`src/rtl/alu_muldiv_seq.sv`:
```
// alu_muldiv_seq
// Multi-cycle sequencer for unsigned XLEN-bit multiply (low half of the
// product) and unsigned restoring divide. It borrows the shared execute-stage
// ALU, issuing one add (multiply) or one subtract (divide) per cycle. While
// the sequencer is in MUL or DIV it owns the ALU exclusively.
//
// Ports:
//   clk_i          rising-edge clock
//   rst_i          synchronous active-high reset, aborts any operation
//   start_i        request, accepted only while ready_o=1
//   op_i           0 = multiply, 1 = divide (sampled on accept)
//   a_i, b_i       multiplicand/dividend, multiplier/divisor (sampled on accept)
//   ready_o        high only in IDLE
//   done_o         one-cycle pulse; result_o/rem_o/div_by_zero_o valid
//   result_o       product low half or quotient (held until the next result)
//   rem_o          remainder for divide, 0 for multiply
//   div_by_zero_o  divide with b=0; cleared on the next accept
//   alu_ctrl_o     4'b0010 add, 4'b0110 sub, 4'b0000 idle
//   alu_op1_o      ALU operand 1
//   alu_op2_o      ALU operand 2
//   alu_result_i   combinational ALU result for the current operands
module alu_muldiv_seq #(
  parameter int XLEN  = 64,
  parameter int CNT_W = 7
) (
  input  logic            clk_i,
  input  logic            rst_i,
  input  logic            start_i,
  input  logic            op_i,
  input  logic [XLEN-1:0] a_i,
  input  logic [XLEN-1:0] b_i,
  output logic            ready_o,
  output logic            done_o,
  output logic [XLEN-1:0] result_o,
  output logic [XLEN-1:0] rem_o,
  output logic            div_by_zero_o,
  output logic [3:0]      alu_ctrl_o,
  output logic [XLEN-1:0] alu_op1_o,
  output logic [XLEN-1:0] alu_op2_o,
  input  logic [XLEN-1:0] alu_result_i
);

  typedef enum logic [1:0] {
    S_IDLE = 2'd0,
    S_MUL  = 2'd1,
    S_DIV  = 2'd2,
    S_DONE = 2'd3
  } state_t;

  localparam logic [3:0]       ALU_IDLE = 4'b0000;
  localparam logic [3:0]       ALU_ADD  = 4'b0010;
  localparam logic [3:0]       ALU_SUB  = 4'b0110;
  localparam logic [CNT_W-1:0] CNT_LAST = CNT_W'(XLEN - 1);

  state_t            state_q, state_d;
  logic [CNT_W-1:0]  cnt_q, cnt_d;
  // acc: running product (MUL) or partial remainder (DIV)
  logic [XLEN-1:0]   acc_q, acc_d;
  // opa: shifting multiplicand (MUL) or dividend that fills with quotient bits (DIV)
  logic [XLEN-1:0]   opa_q, opa_d;
  // opb: shifting multiplier (MUL) or constant divisor (DIV)
  logic [XLEN-1:0]   opb_q, opb_d;
  logic [XLEN-1:0]   result_q, result_d;
  logic [XLEN-1:0]   rem_q, rem_d;
  logic              dbz_q, dbz_d;

  logic [XLEN-1:0]   rs;
  logic              q_bit;
  logic [XLEN-1:0]   rem_next;
  logic [XLEN-1:0]   quo_next;

  // Dropping rem[XLEN-1] from the shifted remainder is safe: the partial
  // remainder only has its top bit set when the divisor does too, and then
  // a quotient 1 can only occur on the final step, where rs still fits.
  assign rs       = {acc_q[XLEN-2:0], opa_q[XLEN-1]};
  assign q_bit    = (rs >= opb_q);
  assign rem_next = q_bit ? alu_result_i : rs;
  assign quo_next = {opa_q[XLEN-2:0], q_bit};

  always_comb begin
    state_d    = state_q;
    cnt_d      = cnt_q;
    acc_d      = acc_q;
    opa_d      = opa_q;
    opb_d      = opb_q;
    result_d   = result_q;
    rem_d      = rem_q;
    dbz_d      = dbz_q;
    alu_ctrl_o = ALU_IDLE;
    alu_op1_o  = '0;
    alu_op2_o  = '0;

    case (state_q)
      S_IDLE: begin
        if (start_i) begin
          cnt_d = '0;
          acc_d = '0;
          opa_d = a_i;
          opb_d = b_i;
          dbz_d = 1'b0;
          if (!op_i) begin
            state_d = S_MUL;
          end else if (b_i != '0) begin
            state_d = S_DIV;
          end else begin
            // Divide by zero short-circuits straight to DONE
            state_d  = S_DONE;
            result_d = '1;
            rem_d    = a_i;
            dbz_d    = 1'b1;
          end
        end
      end

      S_MUL: begin
        alu_ctrl_o = ALU_ADD;
        alu_op1_o  = acc_q;
        alu_op2_o  = opb_q[0] ? opa_q : '0;
        acc_d      = alu_result_i;
        opa_d      = opa_q << 1;
        opb_d      = opb_q >> 1;
        cnt_d      = cnt_q + CNT_W'(1);
        if (cnt_q == CNT_LAST) begin
          state_d  = S_DONE;
          result_d = alu_result_i;
          rem_d    = '0;
        end
      end

      S_DIV: begin
        alu_ctrl_o = ALU_SUB;
        alu_op1_o  = rs;
        alu_op2_o  = opb_q;
        acc_d      = rem_next;
        opa_d      = quo_next;
        cnt_d      = cnt_q + CNT_W'(1);
        if (cnt_q == CNT_LAST) begin
          state_d  = S_DONE;
          result_d = quo_next;
          rem_d    = rem_next;
        end
      end

      S_DONE: begin
        state_d = S_IDLE;
      end

      default: begin
        state_d = S_IDLE;
      end
    endcase
  end

  always_ff @(posedge clk_i) begin
    if (rst_i) begin
      state_q  <= S_IDLE;
      cnt_q    <= '0;
      acc_q    <= '0;
      opa_q    <= '0;
      opb_q    <= '0;
      result_q <= '0;
      rem_q    <= '0;
      dbz_q    <= 1'b0;
    end else begin
      state_q  <= state_d;
      cnt_q    <= cnt_d;
      acc_q    <= acc_d;
      opa_q    <= opa_d;
      opb_q    <= opb_d;
      result_q <= result_d;
      rem_q    <= rem_d;
      dbz_q    <= dbz_d;
    end
  end

  assign ready_o       = (state_q == S_IDLE);
  assign done_o        = (state_q == S_DONE);
  assign result_o      = result_q;
  assign rem_o         = rem_q;
  assign div_by_zero_o = dbz_q;

endmodule

```
`config.mk`:
```
export PLATFORM = sky130hd
export DESIGN_NAME = alu_muldiv_seq
export DESIGN_NICKNAME = d
export VERILOG_FILES = /design/src/rtl/alu_muldiv_seq.sv
export SDC_FILE = /design/constraint.sdc
export NUM_CORES = 1
export LEC_CHECK = 0
export BUFFER_PORTS_ARGS = -buffer_cell sky130_fd_sc_hd__clkbuf_2
export CORE_MARGIN = 2
export CORE_UTILIZATION = 50
export DETAILED_ROUTE_END_ITERATION = 12
export MAX_ROUTING_LAYER = met4
export PLACE_DENSITY = 0.76
export SETUP_SLACK_MARGIN = 0.1
export SYNTH_ARGS = -nofsm -noshare
export SYNTH_HDL_FRONTEND = slang
export SYNTH_SLANG_ARGS = --single-unit
```
`constraint.sdc`:
```
create_clock -name clk_i -period 4.6 [get_ports clk_i]
set_input_delay 0.69 -clock clk_i [delete_from_list [all_inputs] [get_ports clk_i]]
set_output_delay 0.69 -clock clk_i [all_outputs]
set_load 0.01 [all_outputs]
```
* Word-level counts from Yosys, hierarchy flattened
Cells that the tools add are included.
** Word-level totals
- Logic and storage cells :: 64
- Flip-flop bits (word level) :: 330
- Input port bits :: 196
** Operators by class
- Reductions and logical operators :: 12
- Equality and inequality tests :: 10
- Muxes and demuxes :: 32
- Magnitude comparators :: 1
- Add/subtract/negate cells :: 1
** Operators with widths (number)
- $mux W64 :: 15
- $pmux W64 S3 :: 4
- $pmux W64 S2 :: 3
- $ge A64 B64 Y1 :: 1
- $reduce_bool A64 Y1 :: 1
- $pmux W7 S2 :: 1
- $ne A2 B2 Y1 const B :: 5
- $reduce_and A2 Y1 :: 5
- $add A7 B1 Y7 const B :: 1
- $eq A7 B6 Y1 const B :: 1
- $mux W7 :: 1
- $mux W2 :: 3
- $pmux W2 S3 :: 1
- $pmux W3 S2 :: 1
- $reduce_and A6 Y1 :: 1
- $eq A2 B2 Y1 const B :: 2
- $reduce_bool A2 Y1 :: 2
- $mux W1 :: 3
- $reduce_bool A3 Y1 :: 1
- $eq A2 B1 Y1 const B :: 1
- $logic_not A2 Y1 :: 1
- $ne A2 B1 Y1 const B :: 1
- $reduce_or A2 Y1 :: 1

* Logic depth before layout (Yosys ltp)
Gate-level depths: netlist (run 1).
- Depth after elaboration :: 5
- Gate-level depth with buffers :: 12

* Worst setup path after synthesis (run 1)
OpenSTA, ideal clock, no wires.
- Path type :: flip-flop to flip-flop
- From :: register opb_q[37]
- To :: register acc_q[22]
- Cell stages (with the launch flop) :: 13
- Setup slack :: 1.591 ns
- Library setup time :: 0.128 ns
- Arrival time :: 2.882 ns
- Path buffers :: 2
- Path through :: dfxtp_1 > inv_1 > ha_1 > nand4_1 > or4_1 > or4_1 > a31oi_1 > o2111ai_1 > nand2_2 > buf_8 > buf_12 > mux2i_1 > o21ai_1
** On the way
- Cells in the longest elaborated chain, start to end :: 3
** Ends and longest elaborated chain
- start, declared :: RTL line 62 : logic [XLEN-1:0] opb_q, opb_d;
- start signal, assigned :: RTL line 169 : opb_q <= opb_d;
- $ge A64 B64 Y1 :: RTL line 76 : assign q_bit = (rs >= opb_q);
- $mux W64 :: RTL line 77 : assign rem_next = q_bit ? alu_result_i : rs;
- $pmux W64 S3 :: RTL line 93 : case (state_q)
- end signal, assigned :: RTL line 158 : acc_q <= '0;
- end signal, assigned :: RTL line 167 : acc_q <= acc_d;
- end, declared :: RTL line 58 : logic [XLEN-1:0] acc_q, acc_d;
Every way passes these cells.
A chain may end at the register's enable or synchronous reset.

* Worst setup path in the final report (run 1)
- From :: register opb_q[36]
- To :: register acc_q[21]
The elaborated chain is that of the path after synthesis.

==> results of run 1 <==
cells in the final DEF, fill, tap and decap left out, types with 10 or more instances in the layout:
cell type / count
nor4_1: 17
a22o_1: 62
a31oi_1: 128
o21ai_0: 125
dfxtp_1: 330
nand2_1: 148
a311oi_1: 63
a211oi_1: 63
nor2_1: 213
nand4_1: 17
clkbuf_2: 455
nor3_1: 66
buf_4: 22
nand3_1: 10
mux2i_1: 128
inv_1: 68
o21ai_1: 76
clkbuf_16: 39
a21oi_1: 27
ha_1: 68
a22oi_1: 191
routing by layer:
| metal | track usage, % | routed length, µm |
|---|---|---|
| met1 | 44.2 | 25400 |
| met2 | 55.6 | 29800 |
| met3 | 5.31 | 5920 |
| met4 | 14.7 | 2420 |
| met5 | - | 0 |
cell families after synthesis:
group	share of synthesized area, %
AO/OA/AOI/OAI	30.1
XOR/XNOR	0.254
adder cells (fa/ha/maj)	5.14
buffers and inverters	6.59
flip-flops	38.3
multiplexers	7.42
other	0.0217
AND/OR/NAND/NOR	12.2
layout make-up:
class | instances | area (µm²) | area share, %
repair buffers | 486 | 2610 | 12.5
inverters | 70 | 268 | 1.28
well taps | 455 | 569 | 2.71
clock buffers | 57 | 1130 | 5.40
flip-flops and latches | 330 | 6610 | 31.5
clock inverters | 8 | 144 | 0.686
multi-input cells | 1467 | 9640 | 46.0
path summary, 6_finish.rpt:
| check | to | slack (ns) | cells after the start |
|---|---|---|---|
| hold reg to reg | div_by_zero_o$_SDFFE_PP0P_ | 0.50 | 2 |
| setup / recovery | acc_q[21]$_SDFFE_PP0P_ | 0.45 | 11 |
| hold / removal | acc_q[17]$_SDFFE_PP0P_ | 0.44 | 3 |
| setup reg to reg | acc_q[21]$_SDFFE_PP0P_ | 0.45 | 11 |
through the flow:
step	setup WS, ns	hold WS (ns)	std cells
final	0.447	0.438	2873
after global routing	0.297	0.435	2873
after CTS	0.142	0.422	2872
after detailed placement	0.170	0.480	2807
after global placement	0.199	0.474	2807
after floorplan	1.59	0.460	2074
sequential cells by signal, summed over array words and instances (netlist names):
name and flops:
result_o 64, div_by_zero_o 1, acc_q 64, cnt_q 7, opa_q 64, rem_o 64
opb_q 64, state_q 2
cell usage after synthesis (27+ instances only):
library cell	n	area share (%)
a211oi_1	63	2.7
a21oi_1	27	0.78
a22o_1	62	3.1
a22oi_1	191	8.3
a311oi_1	63	3.2
a31oi_1	128	4.6
clkbuf_1	179	3.9
dfxtp_1	330	38
ha_1	71	5.1
inv_1	69	1.5
mux2i_1	128	7.4
nand2_1	149	3.2
nor2_1	214	4.7
nor3_1	66	1.9
o21ai_0	125	3.6
o21ai_1	76	2.2
what timing repair did:
| action | 4_1_cts | 5_1_grt |
|---|---|---|
| setup endpoints to repair | 0 | 36 |
| endpoints found under the hold margin | 0 | 0 |
| setup buffers | 0 | 1 |
power by group through the flow:
| stage | Clock (mW) | Sequential (mW) | Combinational, mW |
|---|---|---|---|
| finish | 3.14 | 4.84 | 5.52 |
| global route | 3.29 | 4.93 | 6.09 |
| CTS | 3.16 | 4.80 | 5.47 |
| detailed placement | 0 | 4.85 | 5.45 |
| global placement | 0 | 4.83 | 5.29 |
| floorplan | 0 | 4.70 | 3.62 |
tightest hold or removal path: stages:
cell	delay, ns
clkbuf_2	0.11
a22oi_1	0.06
o21ai_1	0.06
==> results.yml, run 1 <==
pwr:
  p_clk_share_pct: 23.2
  leakagePower_nw: 8.20
  p_switching_mw: 5.85
  p_sw_share_pct: 43.3
  p_comb_share_pct: 40.9
  power_mw: 13.5
  seq_power_share_pct: 35.9
  peakVddDrop_mv: 0.392
  powerDensity_nw_per_um2: 644
  p_int_mw: 7.66
setup_path:
  path_class: "flip-flop to flip-flop"
  path_buf_inv: 2
  cp-startpoint: "opb_q[36]$_SDFFE_PP0P_"
  cp.required_ns: 5.00
  cpPeakStageDelay_ns: 0.66
  start_kind: "flip-flop"
  critPathTopFamily: "simple AND/OR/NAND/NOR gates"
  crit_path_end_kind: "flip-flop"
  arrival_ns: 4.55
  path_common_cell: "or4_1"
  crit_path_max_fanout: 15
  cp_slowest_cell: "or4_1"
  worstReg2RegStart: "opb_q[36]$_SDFFE_PP0P_"
  crit_chain: "inv_1, ha_1, nand4_1, or4_1, or4_1, a31oi_1, o2111ai_1, nand2_4, buf_4, mux2i_1, o21ai_1"
place:
  placed_cell_area_um2: 19700
  port_buffers: 456
  routabilityCongestion: 0.933
  dp_hpwl_um: 44300
floorplanning:
  io_pins: 459
  dieArea_um2: 36000
  row_count: 68
  die_h_um: 190
  core_area_um2: 34300
  start_util_pct: 50.4
  chipWidth_um: 190
cts:
  postCtsHoldBufs: 0
  clk_latency_ns: 0.53
  cts_buffers: 37
  cts_num_sinks: 330
  cts-root-buf: "clkbuf_16"
  tritoncts: "yes"
  clock_path_buffers: 3
  clkSlewWorstSetupHoldPaths_ns: 0.06
  ctsHtreeMaxLevel: 2
  cts_resized: 0
synthesis:
  synth_enable_flop_cells: 0
  yosys_warnings: 0
  ys.flop_type: "dfxtp_1"
  synth_async_sr_flop_share_pct: 0
  ys_ff_latch: 330
  netlist_instances: 2073
  synth_cell_types: 54
  ys_seq_area_share_pct: 38.3
  synth.cell_area_um2: 17300
  syn_area_per_cell_um2: 8.33
detailed_routing:
  viasPerCell: 6.42
  drt_wl_total_um: 63600
  drt_iter0_drc: 1854
  via_count: 18452
  dr.pass1.iters: 6
  drc_errors: 0
  wl_per_cell_um: 22.1
  antenna_left: 0
global_route:
  grt_max_degree: 130
  first_global_vias: 17447
  grt.overflow.total: 0
  grt_pass1_wl_um: 97800
  antenna_found_initial: 0
  grt_use_total_pct: 34.9
flow_run:
  drv_cap: 0
timing:
  period_share_pct: 90.3
  timing.fmax_mhz: 241
  finalSetupViolations: 0
  rsz0062_at_grt: "false"
  maxSlewHeadroom_pct: 38.9
  tightest_slew_ns: 0.916
  drv_slew: 0
  final.setup.tns_ns: 0
  timing.final.hold_violations: 0
  layout_min_cycle_time_ns: 4.15
  fin_skew_ns: 0.0147
final_layout:
  syn_to_final_growth_pct: 21.5
  n_antenna_cell: 0
  layout-drive-gt1-share_pct: 23.2
  finalNetCount: 2659
  fin_util_pct: 61.2
  fillers: 3001
  final_area_um2: 21000
min_path:
  min_from: "alu_result_i[17]"
  min-delay-path-class: "primary input to flip-flop"
status:
  status: "finished, final reports clean"
Note: power is estimated with default switching activity, not from simulation.
==> run 2: changes to the inputs <==
Settings changed: CORE_UTILIZATION 50 to 55, PLACE_DENSITY 0.76 to 0.83.
==> results.yml, run 2 (synthesized netlist as in run 1, its figures left out) <==
cts:
  clock_path_buffers: 3
  postCtsHoldBufs: 0
  cts-root-buf: "clkbuf_16"
  cts_num_sinks: 330
  cts_resized: 0
  post_cts_buffers: 0
  tritoncts: "yes"
  cts_buffers: 37
  clkSlewWorstSetupHoldPaths_ns: 0.06
  clk_latency_ns: 0.52
  ctsHtreeMaxLevel: 2
global_route:
  grt_max_degree: 145
  grt_use_total_pct: 38.8
  first_global_vias: 17716
  grt.overflow.total: 0
  antenna_found_initial: 1
  grt_pass1_wl_um: 99800
timing:
  setup_slack_ns: 0.233
  tightest_slew_ns: 1.06
  finalSetupViolations: 0
  maxSlewHeadroom_pct: 29.1
  timing.final.hold_violations: 0
  drv_slew: 0
  layout_min_cycle_time_ns: 4.37
  final.setup.tns_ns: 0
  fin_skew_ns: 0.0114
  fin_hold_ws_ns: 0.448
  rsz0062_at_grt: "false"
  timing.fmax_mhz: 229
  period_share_pct: 94.9
pwr:
  leakagePower_nw: 8.13
  peakVddDrop_mv: 0.617
  powerDensity_nw_per_um2: 641
flow_run:
  drv_cap: 0
floorplanning:
  chipWidth_um: 181
  core_area_um2: 30700
  start_util_pct: 56.2
  dieArea_um2: 32800
  io_pins: 459
  die_h_um: 181
  row_count: 64
final_layout:
  syn_to_final_growth_pct: 20.2
  final_common_cell: "clkbuf_2"
  final_area_um2: 20800
  layout-drive-gt1-share_pct: 23.2
  layout_common_cells: "clkbuf_2, dfxtp_1, nor2_1"
  finalNetCount: 2658
setup_path:
  start_kind: "flip-flop"
  path_class: "flip-flop to flip-flop"
  cp.required_ns: 4.96
  arrival_ns: 4.73
  crit_path_end_kind: "flip-flop"
  rr_worst_depth: 11
  crit_path_max_fanout: 18
min_path:
  holdPathStages: 3
  min-delay-path-class: "primary input to flip-flop"
detailed_routing:
  drc_errors: 0
  drt_wl_total_um: 64800
  viasPerCell: 6.74
  dr.pass1.iters: 6
  antenna_left: 0
  wl_per_cell_um: 23.0
  via_count: 18948
  drt_iter0_drc: 2568
place:
  port_buffers: 456
  routabilityCongestion: 0.959
  post-place-ws_ns: 0.305
  placed_cell_area_um2: 19600
  dp_hpwl_um: 44400
status:
  status: "finished, final reports clean"
==> run 2: cell count changes in the layout (fill, tap and decap cells not counted), sizes merged <==
cell	delta
clkbuf	-7
clkinv	+7
bufinv	-2
buf	-1
clkinvlp	+1
diode	+1
==> run 2: area by class of cell <==
type                       instances  area [µm²]
timing repair buffer             485        2590
multi-input combinational       1467        9640
tap                              396         495
clock inverter                    14         129
fill                            2593        9990
clock buffer                      50        1020
inverter                          70         268
antenna                            1        2.50
sequential                       330        6610
==> run 2: per-stage QoR <==
| step | cells | util (%) | power (mW) |
|---|---|---|---|
| 2_1_floorplan | 2074 | - | 8.32 |
| 3_3_place_gp | 2748 | 63.8 | 10.1 |
| 3_5_place_dp | 2748 | 63.8 | 10.3 |
| 4_1_cts | 2812 | 67.5 | 13.2 |
| 5_1_grt | 2813 | 67.5 | 14.0 |
| 6_report | 2813 | 67.5 | 13.3 |
==> run 2: layer usage <==
| layer | global-route usage [%] | routed length, µm | vias up |
|---|---|---|---|
| li1 | - | - | 8432 |
| met1 | 48.8 | 24900 | 8885 |
| met2 | 60.5 | 29900 | 1405 |
| met3 | 6.59 | 6840 | 226 |
| met4 | 18.8 | 3150 | 0 |
| met5 | - | 0 | - |
==> run 2: where the power goes <==
group	switching [mW]	leakage (nW)	internal (mW)	total, mW
registers	1.00	2.70	3.84	4.84
logic	3.68	4.86	1.90	5.58
clock network	1.22	0.575	1.68	2.90
total	5.90	8.13	7.41	13.3
==> run 2: critical path, stage by stage, from the launching register on <==
cell	delay, ns
dfxtp_1	0.52
inv_1	0.08
ha_1	0.28
nand4_1	0.19
or4_1	0.65
or4_1	0.61
a31oi_1	0.42
o2111ai_1	0.30
nand2_4	0.39
buf_4	0.38
mux2i_1	0.28
o21ai_0	0.11
==> run 2: worst paths after layout <==
kind	from	end	slack, ns
max	opb_q[36]$_SDFFE_PP0P_	acc_q[6]$_SDFFE_PP0P_	0.23
min	alu_result_i[62]	acc_q[62]$_SDFFE_PP0P_	0.45
max reg2reg	opb_q[36]$_SDFFE_PP0P_	acc_q[6]$_SDFFE_PP0P_	0.23
min reg2reg	result_o[15]$_SDFFE_PP0P_	result_o[15]$_SDFFE_PP0P_	0.50
==> run 3: changes to the inputs <==
Settings changed: CORE_UTILIZATION 55 to 48, CTS_BUF_LIST from default to sky130_fd_sc_hd__clkbuf_16, PLACE_DENSITY 0.83 to 0.77.
Clock period 4.6 ns to 3.75 ns, I/O delays scaled along.
==> results.yml, run 3 (synthesized netlist as in run 1, its figures left out) <==
timing:
  setup_slack_ns: 0.154
  timing.fmax_mhz: 278
  rsz0062_at_grt: "true"
  fin_skew_ns: 0.0164
  period_share_pct: 95.9
  layout_min_cycle_time_ns: 3.60
  tightest_slew_ns: 1.25
  drv_slew: 0
  maxSlewHeadroom_pct: 16.7
  finalSetupViolations: 0
  timing.final.hold_violations: 0
  final.setup.tns_ns: 0
cts:
  cts-root-buf: "clkbuf_16"
  clk_latency_ns: 0.52
  clkSlewWorstSetupHoldPaths_ns: 0.06
  tritoncts: "yes"
  cts_num_sinks: 330
  cts_buffers: 38
  clock_path_buffers: 3
  ctsHtreeMaxLevel: 2
  postCtsHoldBufs: 0
flow_run:
  drv_cap: 0
pwr:
  leakagePower_nw: 8.27
  powerDensity_nw_per_um2: 781
  peakVddDrop_mv: 0.465
  power_mw: 16.5
  p_sw_share_pct: 44.4
  p_int_mw: 9.17
  p_clk_share_pct: 20.9
  p_comb_share_pct: 43.2
  seq_power_share_pct: 35.9
  p_switching_mw: 7.33
detailed_routing:
  drc_errors: 0
  drt_wl_total_um: 65100
  drt_iter0_drc: 1863
  dr.pass1.iters: 6
  via_count: 18547
  wl_per_cell_um: 22.5
  antenna_left: 0
  viasPerCell: 6.41
final_layout:
  fillers: 3164
  layout-drive-gt1-share_pct: 23.8
  layout_common_cells: "clkbuf_2, dfxtp_1, nor2_1"
  syn_to_final_growth_pct: 22.4
  final_common_cell: "clkbuf_2"
  finalNetCount: 2672
  regArea_um2: 6610
  multi_input_area_um2: 9710
floorplanning:
  die_h_um: 194
  core_area_um2: 35500
  start_util_pct: 48.7
  chipWidth_um: 194
  io_pins: 459
  dieArea_um2: 37500
  row_count: 69
setup_path:
  path_class: "flip-flop to flip-flop"
  r2r_slack_ns: 0.15
  arrival_ns: 3.99
  crit_end: "acc_q[19]$_SDFFE_PP0P_"
  rr_worst_depth: 11
  r2r_end: "acc_q[19]$_SDFFE_PP0P_"
  worstReg2RegStart: "opb_q[36]$_SDFFE_PP0P_"
  cp.required_ns: 4.14
  cp-startpoint: "opb_q[36]$_SDFFE_PP0P_"
  crit_path_end_kind: "flip-flop"
  crit_path_max_fanout: 32
  start_kind: "flip-flop"
global_route:
  grt_use_total_pct: 34.0
  antenna_found_initial: 1
  grt_max_degree: 128
  first_global_vias: 17768
  grt.overflow.total: 0
  grt_pass1_wl_um: 100000
place:
  dp_hpwl_um: 45600
  port_buffers: 456
  post-place-ws_ns: 0.0144
  routabilityCongestion: 0.915
status:
  status: "finished, final reports clean"
min_path:
  min-delay-path-class: "primary input to flip-flop"
==> run 3: cell types whose count changed in the layout (fill, tap and decap cells not counted), sizes merged <==
cell / change
clkinv: +4
inv: +8
clkbuf: -9
bufinv: -2
clkinvlp: +2
buf: +13
==> run 3: area by class of cell <==
type	count	share of cell area, %
multi-input cells	1467	45.9
diodes	1	0.0118
flip-flops and latches	330	31.3
repair buffers	498	13.4
inverters	70	1.27
well taps	461	2.73
clock inverters	26	0.551
clock buffers	41	4.86
==> run 3: per-layer routing <==
| metal | vias to the layer above | routed length (µm) | track usage (%) | share of wire (%) |
|---|---|---|---|---|
| met5 | - | 0 | - | 0 |
| met4 | 0 | 2300 | 13.2 | 3.5 |
| met3 | 168 | 6540 | 5.11 | 10 |
| met2 | 1224 | 30600 | 54.5 | 47 |
| met1 | 8701 | 25700 | 43.3 | 40 |
| li1 | 8454 | - | - | - |
==> run 3: what timing repair did <==
item / 4_1_cts / 5_1_grt
setup endpoints to repair: 57 / 136
pin swaps: 0 / 3
endpoints found under the hold margin: 0 / 0
gates resized for setup: 7 / 13
setup buffers: 0 / 1
==> run 3: worst min path at each step <==
stage / startpoint / end / cells past startpoint
finish: alu_result_i[40] / acc_q[40]$_SDFFE_PP0P_ / 3
global route: alu_result_i[61] / acc_q[61]$_SDFFE_PP0P_ / 3
CTS: alu_result_i[61] / acc_q[61]$_SDFFE_PP0P_ / 3
detailed placement: rem_o[45]$_SDFFE_PP0P_ / rem_o[45]$_SDFFE_PP0P_ / 2
global placement: acc_q[63]$_SDFFE_PP0P_ / acc_q[63]$_SDFFE_PP0P_ / 2
floorplan: acc_q[63]$_SDFFE_PP0P_ / acc_q[63]$_SDFFE_PP0P_ / 2
==> run 3: worst max-delay path: stages, from the launching register on <==
cell and delay [ns]:
dfxtp_1 0.42, inv_1 0.07, ha_1 0.28, nand4_1 0.21, or4_4 0.60, or4_1 0.59
a31oi_4 0.20, o2111ai_2 0.20, nand2_4 0.17, buf_16 0.25, mux2i_2 0.34, o21ai_1 0.09
==> run 3: power by group through the flow <==
| stage | Combinational [mW] | Clock, mW | Sequential (mW) |
|---|---|---|---|
| 2_1_floorplan | 4.44 | 0 | 5.76 |
| 3_5_place_dp | 6.92 | 0 | 5.93 |
| 5_1_grt | 7.76 | 3.62 | 6.03 |
| 4_1_cts | 6.97 | 3.47 | 5.86 |
| 6_report | 7.13 | 3.44 | 5.93 |
| 3_3_place_gp | 6.73 | 0 | 5.90 |
==> run 3: per-stage QoR <==
step | utilization, % | std cells | hold WS [ns] | area (µm²)
finish | 59.6 | 2894 | 0.317 | 21100
global route | 59.6 | 2894 | 0.301 | 21100
CTS | 59.3 | 2892 | 0.301 | 21100
detailed placement | 56.0 | 2825 | 0.488 | 19900
global placement | 56.0 | 2825 | 0.473 | 19900
floorplan | - | 2074 | 0.460 | 17300
